`config.mk`:
```
export PLATFORM = sky130hd
export DESIGN_NAME = uart_rx
export DESIGN_NICKNAME = d
export VERILOG_FILES = /design/src/rtl/uart_pkg.sv /design/src/rtl/uart_sync2.sv /design/src/rtl/uart_rx.sv
export SDC_FILE = /design/constraint.sdc
export NUM_CORES = 1
export LEC_CHECK = 0
export BUFFER_PORTS_ARGS = -buffer_cell sky130_fd_sc_hd__buf_4
export CAP_MARGIN = 0
export CORE_MARGIN = 1.5
export CORE_UTILIZATION = 36
export CTS_BUF_LIST = sky130_fd_sc_hd__clkbuf_16
export CTS_CLUSTER_DIAMETER = 60
export CTS_CLUSTER_SIZE = 28
export DETAILED_ROUTE_END_ITERATION = 8
export PLACE_DENSITY_LB_ADDON = 0.2
export SETUP_SLACK_MARGIN = 0.02
export SKIP_CTS_REPAIR_TIMING = 1
export SLEW_MARGIN = 10
export SYNTH_ARGS = -nofsm -noshare
export SYNTH_HDL_FRONTEND = slang
export SYNTH_HIERARCHICAL = 1
export SYNTH_SLANG_ARGS = --single-unit
export TNS_END_PERCENT = 1
```
`constraint.sdc`:
```
create_clock -name i_Clock -period 4.89 [get_ports i_Clock]
set_input_delay 0 -clock i_Clock [delete_from_list [all_inputs] [get_ports i_Clock]]
set_output_delay 0 -clock i_Clock [all_outputs]
set_load 0.01 [all_outputs]
```
`src/rtl/uart_pkg.sv`:
```
// Shared UART definitions: receiver/transmitter state encodings
// and the default oversampling ratio.
package uart_pkg;

    localparam int TICK_PER_BIT_DEF = 16;
    localparam int FRAME_BITS       = 8;

    localparam logic [2:0] S_IDLE  = 3'd0;
    localparam logic [2:0] S_START = 3'd1;
    localparam logic [2:0] S_DATA  = 3'd2;
    localparam logic [2:0] S_STOP  = 3'd3;
    localparam logic [2:0] S_BREAK = 3'd4;

endpackage

```
`src/rtl/uart_sync2.sv`:
```
// Two-flop synchronizer for the asynchronous serial line.
// Both flops reset to 1 so an idle line never looks like a start bit.
module uart_sync2 (
    input  logic i_Clock,
    input  logic i_reset,
    input  logic d,
    output logic q
);

    logic meta;

    always_ff @(posedge i_Clock) begin
        if (!i_reset) begin
            meta <= 1'b1;
            q    <= 1'b1;
        end else begin
            meta <= d;
            q    <= meta;
        end
    end

endmodule

```
`src/rtl/uart_rx.sv`:
```
// 8N1 UART receiver driven by an external oversampling strobe.
// Samples mid-bit, reports framing errors and waits out line breaks.
module uart_rx
    import uart_pkg::*;
#(
    parameter int TICK_PER_BIT = TICK_PER_BIT_DEF
) (
    input  logic       i_Clock,
    input  logic       i_reset,
    input  logic       i_enable,
    input  logic       sample_tick,
    input  logic       i_RX,
    output logic [7:0] o_data,
    output logic       o_RX_Done,
    output logic       o_RX_Active,
    output logic       o_frame_err
);

    localparam int CW = $clog2(TICK_PER_BIT);
    localparam logic [CW-1:0] HALF = CW'(TICK_PER_BIT / 2 - 1);
    localparam logic [CW-1:0] LAST = CW'(TICK_PER_BIT - 1);

    logic          rx_s;
    logic [2:0]    state;
    logic [CW-1:0] cnt;
    logic [2:0]    idx;
    logic [7:0]    shift;

    uart_sync2 u_sync (
        .i_Clock (i_Clock),
        .i_reset (i_reset),
        .d       (i_RX),
        .q       (rx_s)
    );

    always_ff @(posedge i_Clock) begin
        if (!i_reset) begin
            state       <= S_IDLE;
            cnt         <= '0;
            idx         <= '0;
            shift       <= '0;
            o_data      <= '0;
            o_RX_Done   <= 1'b0;
            o_RX_Active <= 1'b0;
            o_frame_err <= 1'b0;
        end else if (!i_enable) begin
            o_RX_Done   <= 1'b0;
            o_frame_err <= 1'b0;
        end else begin
            o_RX_Done   <= 1'b0;
            o_frame_err <= 1'b0;
            case (state)
                S_IDLE: begin
                    if (!rx_s) begin
                        state       <= S_START;
                        cnt         <= '0;
                        idx         <= '0;
                        o_RX_Active <= 1'b1;
                    end
                end
                S_START: begin
                    if (sample_tick) begin
                        if (cnt == HALF) begin
                            cnt <= '0;
                            // Start bit gone high by mid-bit: treat as a glitch
                            if (rx_s) begin
                                state       <= S_IDLE;
                                o_RX_Active <= 1'b0;
                            end else begin
                                state <= S_DATA;
                            end
                        end else begin
                            cnt <= cnt + 1'b1;
                        end
                    end
                end
                S_DATA: begin
                    if (sample_tick) begin
                        if (cnt == LAST) begin
                            cnt        <= '0;
                            shift[idx] <= rx_s;
                            if (idx == 3'd7) begin
                                state <= S_STOP;
                            end else begin
                                idx <= idx + 1'b1;
                            end
                        end else begin
                            cnt <= cnt + 1'b1;
                        end
                    end
                end
                S_STOP: begin
                    if (sample_tick) begin
                        if (cnt == LAST) begin
                            cnt <= '0;
                            if (rx_s) begin
                                state       <= S_IDLE;
                                o_data      <= shift;
                                o_RX_Done   <= 1'b1;
                                o_RX_Active <= 1'b0;
                            end else begin
                                state       <= S_BREAK;
                                o_frame_err <= 1'b1;
                            end
                        end else begin
                            cnt <= cnt + 1'b1;
                        end
                    end
                end
                S_BREAK: begin
                    // A held-low line must return high before any new frame
                    if (rx_s) begin
                        state       <= S_IDLE;
                        o_RX_Active <= 1'b0;
                    end
                end
                default: begin
                    state       <= S_IDLE;
                    cnt         <= '0;
                    idx         <= '0;
                    o_RX_Active <= 1'b0;
                end
            endcase
        end
    end

endmodule
```
Word-level counts from Yosys, hierarchy flattened --
Cells that the tools add are included.
Storage, ports and cells: bits of input ports 5, latch bits 0, bits in writable memories 0, bits in read-only memories 0, output and inout bits 11, register bits after elaboration 31, memories kept 0
Operators by class: div/mod/pow operators 0, reduce and logical (&&, ||, !) cells 11, shift-type cells 0, mux-type cells 35, equal/unequal tests 18, $add $sub $neg 2, bitwise logic cells 3, multiply operators 0, $lt $le $gt $ge 2
Operators by type and width (number):
- 3-bit two-way mux | 14
- 4-bit two-way mux | 5
- 2-bit inequality test (second input constant) | 9
- 4-bit one-hot mux with 4 select lines | 1
- 3-bit one-hot mux with 5 select lines | 1
- 5-bit AND reduction | 3
- 10-bit AND reduction | 1
- 1-bit two-way mux | 9
- 3-bit one-hot mux with 3 select lines | 1
- 8-bit bitwise mux | 1
- 7-bit AND reduction | 1
- 3-bit by 2-bit == test with 1-bit output (second input constant) | 2
- 3-bit == test (second input constant) | 2
- 6-bit AND reduction | 1
- 1-bit one-hot mux with 5 select lines | 1
- 4-bit by 1-bit adder with 4-bit output (second input constant) | 1
- 4-bit by 3-bit == test with 1-bit output (second input constant) | 1
- 4-bit == test (second input constant) | 1
- 3-bit by 4-bit < comparator with 1-bit output (second input constant) | 1
- 2-bit by 1-bit inequality test with 1-bit output (second input constant) | 2
- 4-bit AND reduction | 1
- 3-bit by 1-bit adder with 3-bit output (second input constant) | 1
- 1-bit demux with 3-bit select | 1
- 3-bit by 1-bit == test with 1-bit output (second input constant) | 1
- 7 further kinds | 9

Longest topological paths before layout --
Gate-level depths: netlist of run 1.
word-level depth 5, depth in mapped cells 7, gate-level depth less buffers 5

Cells and area by module --
Netlist of run 1, hierarchy kept.
Modules (own cells, without submodules):
- uart_rx | area each 1465.2 µm², instances 1, cells an instance 158, seq. area each 580.6 µm²
- uart_sync2 | area each 52.6 µm², instances 1, cells an instance 4, seq. area each 40.0 µm²

Worst setup path after synthesis of run 1 --
Ideal clock, no wire load.
path type register -> register, start point register cnt[0], end point register o_data[3], clock period less this slack 1.749 ns, slack 3.141 ns, stages on the path, launching flop included 8, arrival 1.636 ns, cell sequence dfxtp_1 -> ha_1 -> nand4_2 -> or4b_1 -> buf_6 -> buf_12 -> nand3_2 -> o21ai_2
On the way: word-level cells in the longest chain between the ends 2
Ends and longest elaborated chain:
- start, declared | line uart_rx.sv:25 | logic [CW-1:0] cnt;
- start signal, assigned | line uart_rx.sv:73 | cnt <= cnt + 1'b1;
- start signal, assigned | line uart_rx.sv:88 | cnt <= cnt + 1'b1;
- start signal, assigned | line uart_rx.sv:106 | cnt <= cnt + 1'b1;
- 4-bit == test | line uart_rx.sv:94 | if (cnt == LAST) begin
- 5-bit AND reduction (no source line)
- end signal, assigned | line uart_rx.sv:98 | o_data <= shift;
- end, declared | line uart_rx.sv:13 | output logic [7:0] o_data,
Every way passes these cells. A chain may end at the register's enable or synchronous reset.

Worst setup path after layout of run 1 --
start point register cnt[0], end point register o_data[6]
The elaborated chain is that of the path after synthesis.

==> results of run 1 <==
[logic make-up after synthesis]
kind of cell             after synthesis  share of synthesized area (%)
AND/OR/NAND/NOR                       69                           26.0
flip-flops                            31                           40.9
AO/OA/AOI/OAI                         30                           14.4
buffers and inverters                 15                           7.17
multiplexers                          12                           7.91
adder cells (fa/ha/maj)                3                           2.47
XOR/XNOR                               2                           1.15
[final timing paths]
kind	startpoint	to	slack [ns]
worst max-delay path	cnt[0]	o_data[6]	2.74
worst min-delay path	i_reset	u_sync/q	0.07
worst max register to register	cnt[0]	o_data[6]	2.74
worst min register to register	u_sync/meta	u_sync/q	0.41
[layer usage]
layer / share of wire (%) / up-vias
met5: 0 / -
met3: 4.0 / 5
met1: 46 / 566
met2: 47 / 20
li1: - / 612
met4: 2.1 / 0
[synthesized netlist by cell type, types with 2 or more instances]
cell type	instances
dfxtp_1	31
nand2_1	21
nand3_1	13
mux2i_1	12
o21ai_2	8
nor2_1	6
a21oi_1	5
o21ai_0	5
buf_2	3
ha_1	3
inv_1	3
nand2b_1	3
nor3_1	3
nor4b_1	3
a21boi_0	2
and4_2	2
buf_4	2
buf_6	2
clkbuf_1	2
nand4_1	2
nand4b_1	2
nor2b_1	2
nor4_1	2
or4_1	2
[power breakdown]
| group | internal (mW) | switching (mW) |
|---|---|---|
| sequential | 0.256 | 0.00472 |
| clock | 0.183 | 0.102 |
| combinational | 0.00966 | 0.0141 |
| total | 0.448 | 0.121 |
[registers in the layout (all words and copies together), names as in the netlist]
signal	flops
cnt	4
idx	3
o_RX_Active	1
o_RX_Done	1
o_data	8
o_frame_err	1
shift	8
state	3
u_sync/meta	1
u_sync/q	1
[critical path, cell delays in order (launching register included)]
cell	delay [ns]
dfxtp_1	0.36
ha_1	0.30
nand4_2	0.17
or4b_1	0.88
nand3_1	0.22
o21ai_2	0.07
[layout make-up]
class / count / area [um^2]
Tap cell: 50 / 62.6
Sequential cell: 31 / 621
Inverter: 3 / 11.3
Clock buffer: 5 / 125
Timing Repair Buffer: 16 / 123
Clock inverter: 3 / 11.3
Multi-Input combinational cell: 116 / 788
Fill cell: 408 / 2290
[through the flow]
stage          hold WS (ns)  area (um^2)
2_1_floorplan        0.0730         1520
3_3_place_gp          0.188         1600
3_5_place_dp          0.191         1600
4_1_cts             -0.0903         1730
5_1_grt              0.0926         1740
6_report             0.0740         1740
==> results.md, run 1 <==
- Status: completed
- RSZ-0062 raised after global routing: false
- Number of synthesized register bits: 31
- Iteration-0 DRC Markers: 84
- # diodes: 0
- Fin. Hold Viols: 0
- GR Overflow Total: 0
- Initial antenna violation count: 0
- Maximum vdd ir drop: 0.000193 V
- Largest area contributor in the netlist: dfxtp_1
- Pre-CTS WS: 2.75 ns
- Mean Syn Cell Area: 9.37 um^2
- Finished Layout Cells: 224
- Fmax: 0.466 GHz
- Pin count of the biggest net entering global routing: 32
- CP Class: reg2reg
- Post-synth ARST share: 0%
- Crit path DAT: 2.28 ns
- Clk slew on worst S/H paths: 0.05 ns
- CP required: 5.03 ns
- Pwr dens: 327 nW/um^2
- Least-Margin Pin Slew: 0.721 ns
- Final setup vio count: 0
- Clk_skew: 0.00233 ns
- Clk buf depth: 2
- # rows: 23
- Cts bufs inserted: 5
- Gr usage total: 16.1%
- Worst setup margin: 2.74 ns
- Area Growth Syn to Fin: 14.8%
- I/O pin total: 16
- Hold path cells: 2
- Ys flop type: dfxtp_1
- Crit end category: flip-flop
- Final WL: 3120 um
- Vias per cell: 5.37
- Most common cell after layout, fill and taps aside: dfxtp_1
- Ys Warns: 6
- CTS root buffer: clkbuf_16
- DP HPWL: 2140 um
- M3 GR Usage: 5.10%
- Initial core utilization: 37.7%
- Tot Pwr: 569 uW
- Pins Over Slew Limit: 0
- Layout cell share with drive strength beyond 1: 19.5%
- Final Wtd Congestion: 0.796
- Number of global-route vias before repair: 1184
- Die ar.: 4610 um^2
- Distinct cells, synth: 47
- Max-slew headroom: 52.0%
- Synthesized instance count: 162
- Ratio of final minimum period to clock period: 43.9%
- Vias: 1203
- EDFF count, synth: 0
- Leakage: 0.671 nW
- # port buffers: 15
- Drc violations: 0
- Post-Syn Nets: 170
- Met1 Usage GRT: 19.2%
- Post-route ant nets: 0
- Final min period: 2.15 ns
- Mapped cell area: 1520 um^2
- Sequential share of the synthesized area: 40.9%
- Commonest non-fill, non-tap cells in the layout: 31 x dfxtp_1, 21 x nand2_1, 15 x buf_4, 13 x nand3_1, 12 x mux2i_1
- Worst skew pair latency: 0.27 ns
- CP max FO: 17
- Avg WL per Cell: 13.9 um
- Synth top area cells: dfxtp_1 41%, mux2i_1 7.9%, nand2_1 5.2%, o21ai_2 4.6%, nand3_1 4.3%
- Critical path startpoint category: flip-flop
- Nets: 181
- Met2 usage: 26.2%
- Max Cap Viol: 0
- Top cell type's share of synthesized area: 40.9%
- CTS tree: built
- Setup Total Neg Slack: 0 ns
- First-pass GRT wire length: 5500 um
- X dimension of the die: 67.9 um
- R2R depth: 5
- Drt first pass iters: 4
- Core area: 4030 um^2
- Die H: 67.9 um
- H-tree depth: 2
- Hold Crit Class: in2reg
- Grt peak-use layer: met2
- Clock sinks: 31
- Final Util: 43.2%
- Placed Cells: 215
Power figures use the tool's default switching activity.
==> inputs of run 2 (changes only) <==
==> constraint.sdc (replaced) <==
create_clock -name i_Clock -period 2 [get_ports i_Clock]
set_input_delay 0 -clock i_Clock [delete_from_list [all_inputs] [get_ports i_Clock]]
set_output_delay 0 -clock i_Clock [all_outputs]
set_load 0.01 [all_outputs]
==> run 2 against run 1 <==
Against the previous run: sequential share of layout area decreased by 0.92 points; fmax increased by 16%; register-to-register slack got worse by 2.6 ns; clock power increased by 150%; non-clock buffer count increased by 5; utilization increased by 1.1 points; power increased by 150%; first-iteration DRC count decreased by 49%; final area increased by 2.7%; largest power group unchanged.
==> results.md, run 2 (synthesis results as in run 1) <==
- Fillers: 421 (was 408)
- Iteration-0 DRC Markers: 43 (was 84)
- Cts bufs inserted: 5 (unchanged)
- Fin. Hold Viols: 0 (unchanged)
- CTS root buffer: clkbuf_16 (unchanged)
- Finished Layout Cells: 229 (was 224)
- Gr usage total: 15.9% (was 16.1%)
- Hold path cells: 3 (was 2)
- Vias per cell: 5.42 (was 5.37)
- Critical path's slowest cell: or4b_1 (unchanged)
- Nets: 186 (was 181)
- FF/Latch Area: 621 um^2 (unchanged)
- H-tree depth: 2 (unchanged)
- Initial core utilization: 37.7% (unchanged)
- Least-Margin Pin Slew: 0.493 ns (was 0.721 ns)
- Final Wtd Congestion: 0.825 (was 0.796)
- RR Startpoint: cnt[0] (unchanged)
- Crit end category: flip-flop (unchanged)
- CP max FO: 17 (unchanged)
- Power share of the sequential group: 44.9% (was 45.8%)
- RSZ-0062 raised after global routing: false (unchanged)
- Commonest non-fill, non-tap cells in the layout: 31 x dfxtp_1, 21 x nand2_1, 20 x buf_4, 13 x nand3_1, 12 x mux2i_1 (was 31 x dfxtp_1, 21 x nand2_1, 15 x buf_4, 13 x nand3_1, 12 x mux2i_1)
- Internal: 1.10 mW (was 448 uW)
- Number of global-route vias before repair: 1203 (was 1184)
- Placed Cells: 220 (was 215)
- I/O pin total: 16 (unchanged)
- Area Growth Syn to Fin: 17.8% (was 14.8%)
- Leakage: 0.689 nW (was 0.671 nW)
- # diodes: 0 (unchanged)
- Core area: 4030 um^2 (unchanged)
- R2R depth: 6 (was 5)
- Comb pwr share: 4.9% (was 4.2%)
- Final min period: 1.85 ns (was 2.15 ns)
- Critical path startpoint category: flip-flop (unchanged)
- Switching share of power: 21.7% (was 21.3%)
- Clk slew on worst S/H paths: 0.05 ns (about the same)
- Largest stage delay on the critical path: 0.53 ns (was 0.88 ns)
- Avg WL per Cell: 13.7 um (was 13.9 um)
- Pwr dens: 789 nW/um^2 (was 327 nW/um^2)
- Status: completed (unchanged)
- DP HPWL: 2160 um (was 2140 um)
- Most common cell after layout, fill and taps aside: dfxtp_1 (unchanged)
- CP required: 2.16 ns (was 5.03 ns)
- Hold Crit Class: in2reg (unchanged)
- Drt first pass iters: 4 (unchanged)
- Initial antenna violation count: 0 (unchanged)
- Post-route ant nets: 0 (unchanged)
- Max-slew headroom: 67.1% (was 52.0%)
- # rows: 23 (unchanged)
- Sequence of cells on the critical path: ha_1 > nand4_2 > or4b_1 > buf_4 > nand3_1 > o21ai_2 (was ha_1 > nand4_2 > or4b_1 > nand3_1 > o21ai_2)
- Drc violations: 0 (unchanged)
- Ratio of final minimum period to clock period: 92.4% (was 43.9%)
- Die H: 67.9 um (unchanged)
- Die ar.: 4610 um^2 (unchanged)
- X dimension of the die: 67.9 um (unchanged)
- Layout cell share with drive strength beyond 1: 22.9% (was 19.5%)
- Min-delay src: sample_tick (was i_reset)
- Crit path buffers/inverters: 1 (was 0)
- Maximum vdd ir drop: 0.000458 V (was 0.000193 V)
- # port buffers: 15 (unchanged)
- Clock sinks: 31 (unchanged)
- First-pass GRT wire length: 5340 um (was 5500 um)
- Top flop regs: o_data (8), shift (8), cnt (4) (unchanged)
- Worst skew pair latency: 0.27 ns (about the same)
- GR Overflow Total: 0 (unchanged)
- Final setup vio count: 0 (unchanged)
- Area taken by multi-input logic gates: 793 um^2 (was 788 um^2)
- Clock power share: 50.3% (was 50.1%)
- Vias: 1242 (was 1203)
- Flop2flop setup slack: 0.15 ns (was 2.74 ns)
- Delay-heaviest family, CP: simple AND/OR/NAND/NOR gates (unchanged)
- CTS tree: built (unchanged)
- Setup Total Neg Slack: 0 ns (unchanged)
- Final WL: 3130 um (was 3120 um)
- Psw: 306 uW (was 121 uW)
- Clk_skew: 0.00626 ns (was 0.00233 ns)
- Pins Over Slew Limit: 0 (unchanged)
- Hold Path Sink: o_frame_err (was u_sync/q)
- Crit path DAT: 2.01 ns (was 2.28 ns)
- Pin count of the biggest net entering global routing: 32 (unchanged)
- Fmax: 0.541 GHz (was 0.466 GHz)
- Cell count along the critical path: 6 (was 5)
- RR Endpoint: o_data[2] (was o_data[6])
- Clk buf depth: 2 (unchanged)
- CP Class: reg2reg (unchanged)
- Max Cap Viol: 0 (unchanged)
run 2: cell types whose count changed in the layout (fill, tap and decap cells not counted):
cell / previous run / this run
inv_1: 4 / 3
o31ai_2: 0 / 1
buf_4: 15 / 20
clkinvlp_4: 0 / 1
o31ai_1: 1 / 0
run 2: per-stage QoR:
| step | instance area, um^2 | utilization [%] | hold WS, ns | total power [mW] | setup slack (ns) |
|---|---|---|---|---|---|
| 6_report | 1790 | 44.4 | 0.0636 | 1.41 | 0.153 |
| 5_1_grt | 1790 | 44.4 | 0.0725 | 1.46 | 0.0233 |
| 4_1_cts | 1770 | 44.0 | -0.0940 | 1.42 | 0.0891 |
| 3_5_place_dp | 1630 | 40.5 | 0.190 | 0.712 | 0.127 |
| 3_3_place_gp | 1630 | 40.5 | 0.187 | 0.709 | 0.199 |
| 2_1_floorplan | 1520 | - | 0.0730 | 0.689 | 0.251 |
run 2: worst min-delay path, delay by kind of cell:
family | cells | cell delay, ns
AND/OR/NAND/NOR | 2 | 0.16
buffers and inverters | 1 | 0.13
run 2: layer usage:
layer / part of all wire [%] / GRT usage, %
met1: 47 / 18.1
met2: 47 / 26.5
met3: 3.9 / 5.43
met4: 2.0 / 7.50
met5: 0 / 0
run 2: power by group through the flow:
| stage | clock (mW) | combinational [mW] | sequential [mW] |
|---|---|---|---|
| floorplan | 0 | 0.0470 | 0.642 |
| global placement | 0 | 0.0644 | 0.645 |
| detailed placement | 0 | 0.0663 | 0.646 |
| CTS | 0.720 | 0.0666 | 0.633 |
| global route | 0.751 | 0.0760 | 0.633 |
| finish | 0.709 | 0.0685 | 0.633 |
run 2: worst max-delay path by stage:
stage	startpoint	end
6_report	cnt[0]	o_data[2]
3_5_place_dp	idx[1]	idx[1]
4_1_cts	idx[1]	idx[1]
5_1_grt	cnt[0]	o_data[5]
3_3_place_gp	cnt[0]	o_data[4]
2_1_floorplan	cnt[0]	o_data[3]
run 2: final cells by class:
| class | instances | share of cell area, % |
|---|---|---|
| clock inverter | 3 | 0.840 |
| inverter | 3 | 0.630 |
| sequential | 31 | 34.7 |
| multi-input combinational | 116 | 44.4 |
| tap | 50 | 3.50 |
| timing repair buffer | 21 | 8.96 |
| clock buffer | 5 | 7.00 |
==> inputs of run 3 (changes only) <==
--- a/config.mk
+++ b/config.mk
@@ -5,6 +5,7 @@
 export SDC_FILE = /design/constraint.sdc
 export NUM_CORES = 1
 export LEC_CHECK = 0
+export ABC_AREA = 1
 export BUFFER_PORTS_ARGS = -buffer_cell sky130_fd_sc_hd__buf_4
 export CAP_MARGIN = 0
 export CORE_MARGIN = 1.5
==> run 3 against run 2 <==
Against the previous run: first-iteration DRC count rose by 81%; critical endpoint is now o_data[1]; sequential power rose by 29%; fmax rose by 8.0%; flip-flop and latch count did not move; count of clock-buffer cells in the layout did not move; die area rose by 5.6%; via count rose by 15%; clock skew fell by 0.0038 ns; non-clock buffer count fell by 3; largest cell class unchanged; power rose by 84%; largest power group is now combinational cells.
==> results.md, run 3 <==
- EDFF count, synth: 0 (unchanged)
- Fillers: 475 (was 421)
- Mean Syn Cell Area: 7.02 um^2 (was 9.37 um^2)
- Synth top area cells: dfxtp_1 39%, nor2_1 11%, nand2_1 11%, inv_1 4.9%, o21ai_0 4.7% (was dfxtp_1 41%, mux2i_1 7.9%, nand2_1 5.2%, o21ai_2 4.6%, nand3_1 4.3%)
- # diodes: 0 (unchanged)
- Pwr dens: 1340 nW/um^2 (was 789 nW/um^2)
- Crit path DAT: 1.88 ns (was 2.01 ns)
- Top flop regs: o_data (8), shift (8), cnt (4) (unchanged)
- # port buffers: 15 (unchanged)
- Clk slew on worst S/H paths: 0.05 ns (about the same)
- Setup Total Neg Slack: 0 ns (unchanged)
- GR Overflow Total: 0 (unchanged)
- Post-synth ARST share: 0% (unchanged)
- Worst setup margin: 0.289 ns (was 0.153 ns)
- Commonest non-fill, non-tap cells in the layout: 49 x nor2_1, 47 x nand2_1, 31 x dfxtp_1, 21 x inv_1, 17 x buf_4 (was 31 x dfxtp_1, 21 x nand2_1, 20 x buf_4, 13 x nand3_1, 12 x mux2i_1)
- Drc violations: 0 (unchanged)
- Number of synthesized register bits: 31 (unchanged)
- Cts bufs inserted: 5 (unchanged)
- Final min period: 1.71 ns (was 1.85 ns)
- Iteration-0 DRC Markers: 78 (was 43)
- Post-route ant nets: 0 (unchanged)
- Top cell type's share of synthesized area: 38.6% (was 40.9%)
- Critical path startpoint category: flip-flop (unchanged)
- Ys flop type: dfxtp_1 (unchanged)
- Initial core utilization: 37.2% (was 37.7%)
- Crit path buffers/inverters: 2 (was 1)
- Fin. Hold Viols: 0 (unchanged)
- Final WL: 3430 um (was 3130 um)
- Nets: 257 (was 186)
- Avg WL per Cell: 11.4 um (was 13.7 um)
- CP Class: reg2reg (unchanged)
- Leakage: 0.892 nW (was 0.689 nW)
- Fmax: 0.584 GHz (was 0.541 GHz)
- DP HPWL: 2470 um (was 2160 um)
- Pre-CTS WS: 0.283 ns (was 0.127 ns)
- Maximum vdd ir drop: 0.000494 V (was 0.000458 V)
- Distinct cells, synth: 30 (was 47)
- Largest stage delay on the critical path: 0.35 ns (was 0.53 ns)
- Area taken by multi-input logic gates: 857 um^2 (was 793 um^2)
- First-pass GRT wire length: 6070 um (was 5340 um)
- Least-Margin Pin Slew: 0.419 ns (was 0.493 ns)
- Largest area contributor in the netlist: dfxtp_1 (unchanged)
- Gr usage total: 15.8% (was 15.9%)
- Critical path's slowest cell: dfxtp_1 (was or4b_1)
- Area Growth Syn to Fin: 20.4% (was 17.8%)
- Clock sinks: 31 (unchanged)
- Die ar.: 4870 um^2 (was 4610 um^2)
- Sequence of cells on the critical path: ha_1 > nand3_2 > nor2_1 > inv_1 > nor3_4 > inv_2 > nor2_1 > nor2_1 (was ha_1 > nand4_2 > or4b_1 > buf_4 > nand3_1 > o21ai_2)
- Drt first pass iters: 4 (unchanged)
- Max Cap Viol: 0 (unchanged)
- Synthesized instance count: 229 (was 162)
- Ratio of final minimum period to clock period: 85.6% (was 92.4%)
- Final Wtd Congestion: 0.788 (was 0.825)
- Die H: 69.8 um (was 67.9 um)
- FF/Latch Area: 621 um^2 (unchanged)
- Pin count of the biggest net entering global routing: 20 (was 32)
- Hold Crit Class: in2reg (unchanged)
- Layout cell share with drive strength beyond 1: 16.8% (was 22.9%)
- Pins Over Slew Limit: 0 (unchanged)
- Mapped cell area: 1610 um^2 (was 1520 um^2)
- Crit end category: flip-flop (unchanged)
- CP required: 2.17 ns (was 2.16 ns)
- Sequential share of the synthesized area: 38.6% (was 40.9%)
- Clk_skew: 0.00244 ns (was 0.00626 ns)
- Initial antenna violation count: 0 (unchanged)
- Ys Warns: 6 (unchanged)
- Status: completed (unchanged)
- RSZ-0062 raised after global routing: false (unchanged)
- Final setup vio count: 0 (unchanged)
- Post-Syn Nets: 237 (was 170)
- Clk buf depth: 2 (unchanged)
- Vias per cell: 4.72 (was 5.42)
- Delay-heaviest family, CP: simple AND/OR/NAND/NOR gates (unchanged)
- Synth top cells by count: 49 x nor2_1, 47 x nand2_1, 31 x dfxtp_1 (was 31 x dfxtp_1, 21 x nand2_1, 13 x nand3_1)
- # rows: 24 (was 23)
- I/O pin total: 16 (unchanged)
- Core area: 4320 um^2 (was 4030 um^2)
- X dimension of the die: 69.8 um (was 67.9 um)
- CP max FO: 9 (was 17)
- CTS root buffer: clkbuf_16 (unchanged)
- Worst skew pair latency: 0.27 ns (about the same)
- Critical Path Most Common Cell: nor2_1
- Most common cell after layout, fill and taps aside: nor2_1 (was dfxtp_1)
- H-tree depth: 2 (unchanged)
- CTS tree: built (unchanged)
- Count leader, synth: nor2_1 (was dfxtp_1)
- Number of global-route vias before repair: 1367 (was 1203)
- Max-slew headroom: 72.0% (was 67.1%)
- Vias: 1426 (was 1242)
-- run 3: power breakdown --
part	switching (mW)	internal, mW	total [mW]
logic	0.620	0.312	0.932
registers	0.121	0.696	0.817
clock network	0.261	0.580	0.840
-- run 3: cell type report --
| cell class | count | area share (%) |
|---|---|---|
| multi-input combinational | 169 | 44.3 |
| sequential | 31 | 32.1 |
| timing repair buffer | 18 | 7.12 |
| clock buffer | 5 | 6.47 |
| inverter | 24 | 4.66 |
| tap | 52 | 3.36 |
| clock inverter | 3 | 2.01 |
-- run 3: stage by stage --
step | std cells | utilization [%] | area (um^2) | total power, mW | hold slack (ns)
3_5_place_dp | 293 | 40.7 | 1760 | 1.76 | 0.175
6_report | 302 | 44.7 | 1930 | 2.59 | 0.00926
4_1_cts | 301 | 44.5 | 1920 | 2.62 | -0.109
5_1_grt | 302 | 44.7 | 1930 | 2.79 | 0.0203
2_1_floorplan | 229 | - | 1610 | 1.58 | 0.0687
3_3_place_gp | 293 | 40.7 | 1760 | 1.76 | 0.169
-- run 3: per-layer routing --
metal	track usage [%]	share of wire [%]	up-vias
met5	0	0	-
met1	20.2	49	633
li1	-	-	769
met4	7.05	1.9	0
met2	24.9	45	18
met3	4.22	3.4	6
-- run 3: final timing paths --
| check | cells past startpoint | startpoint | endpoint | slack, ns |
|---|---|---|---|---|
| setup / recovery | 8 | cnt[0] | o_data[1] | 0.29 |
| hold / removal | 2 | i_reset | u_sync/meta | 0.009 |
| setup reg to reg | 8 | cnt[0] | o_data[1] | 0.29 |
| hold reg to reg | 2 | u_sync/meta | u_sync/q | 0.40 |
-- run 3: cells by family (layout without fill, tap and decap cells) --
| logic type | Yosys count | count (layout) | share of synthesized area, % |
|---|---|---|---|
| compound gates | 30 | 30 | 9.50 |
| xor+xnor | 2 | 2 | 1.09 |
| fa+ha+maj | 3 | 3 | 2.34 |
| buf+inv | 29 | 50 | 8.02 |
| flops | 31 | 31 | 38.6 |
| simple gates | 134 | 134 | 40.4 |
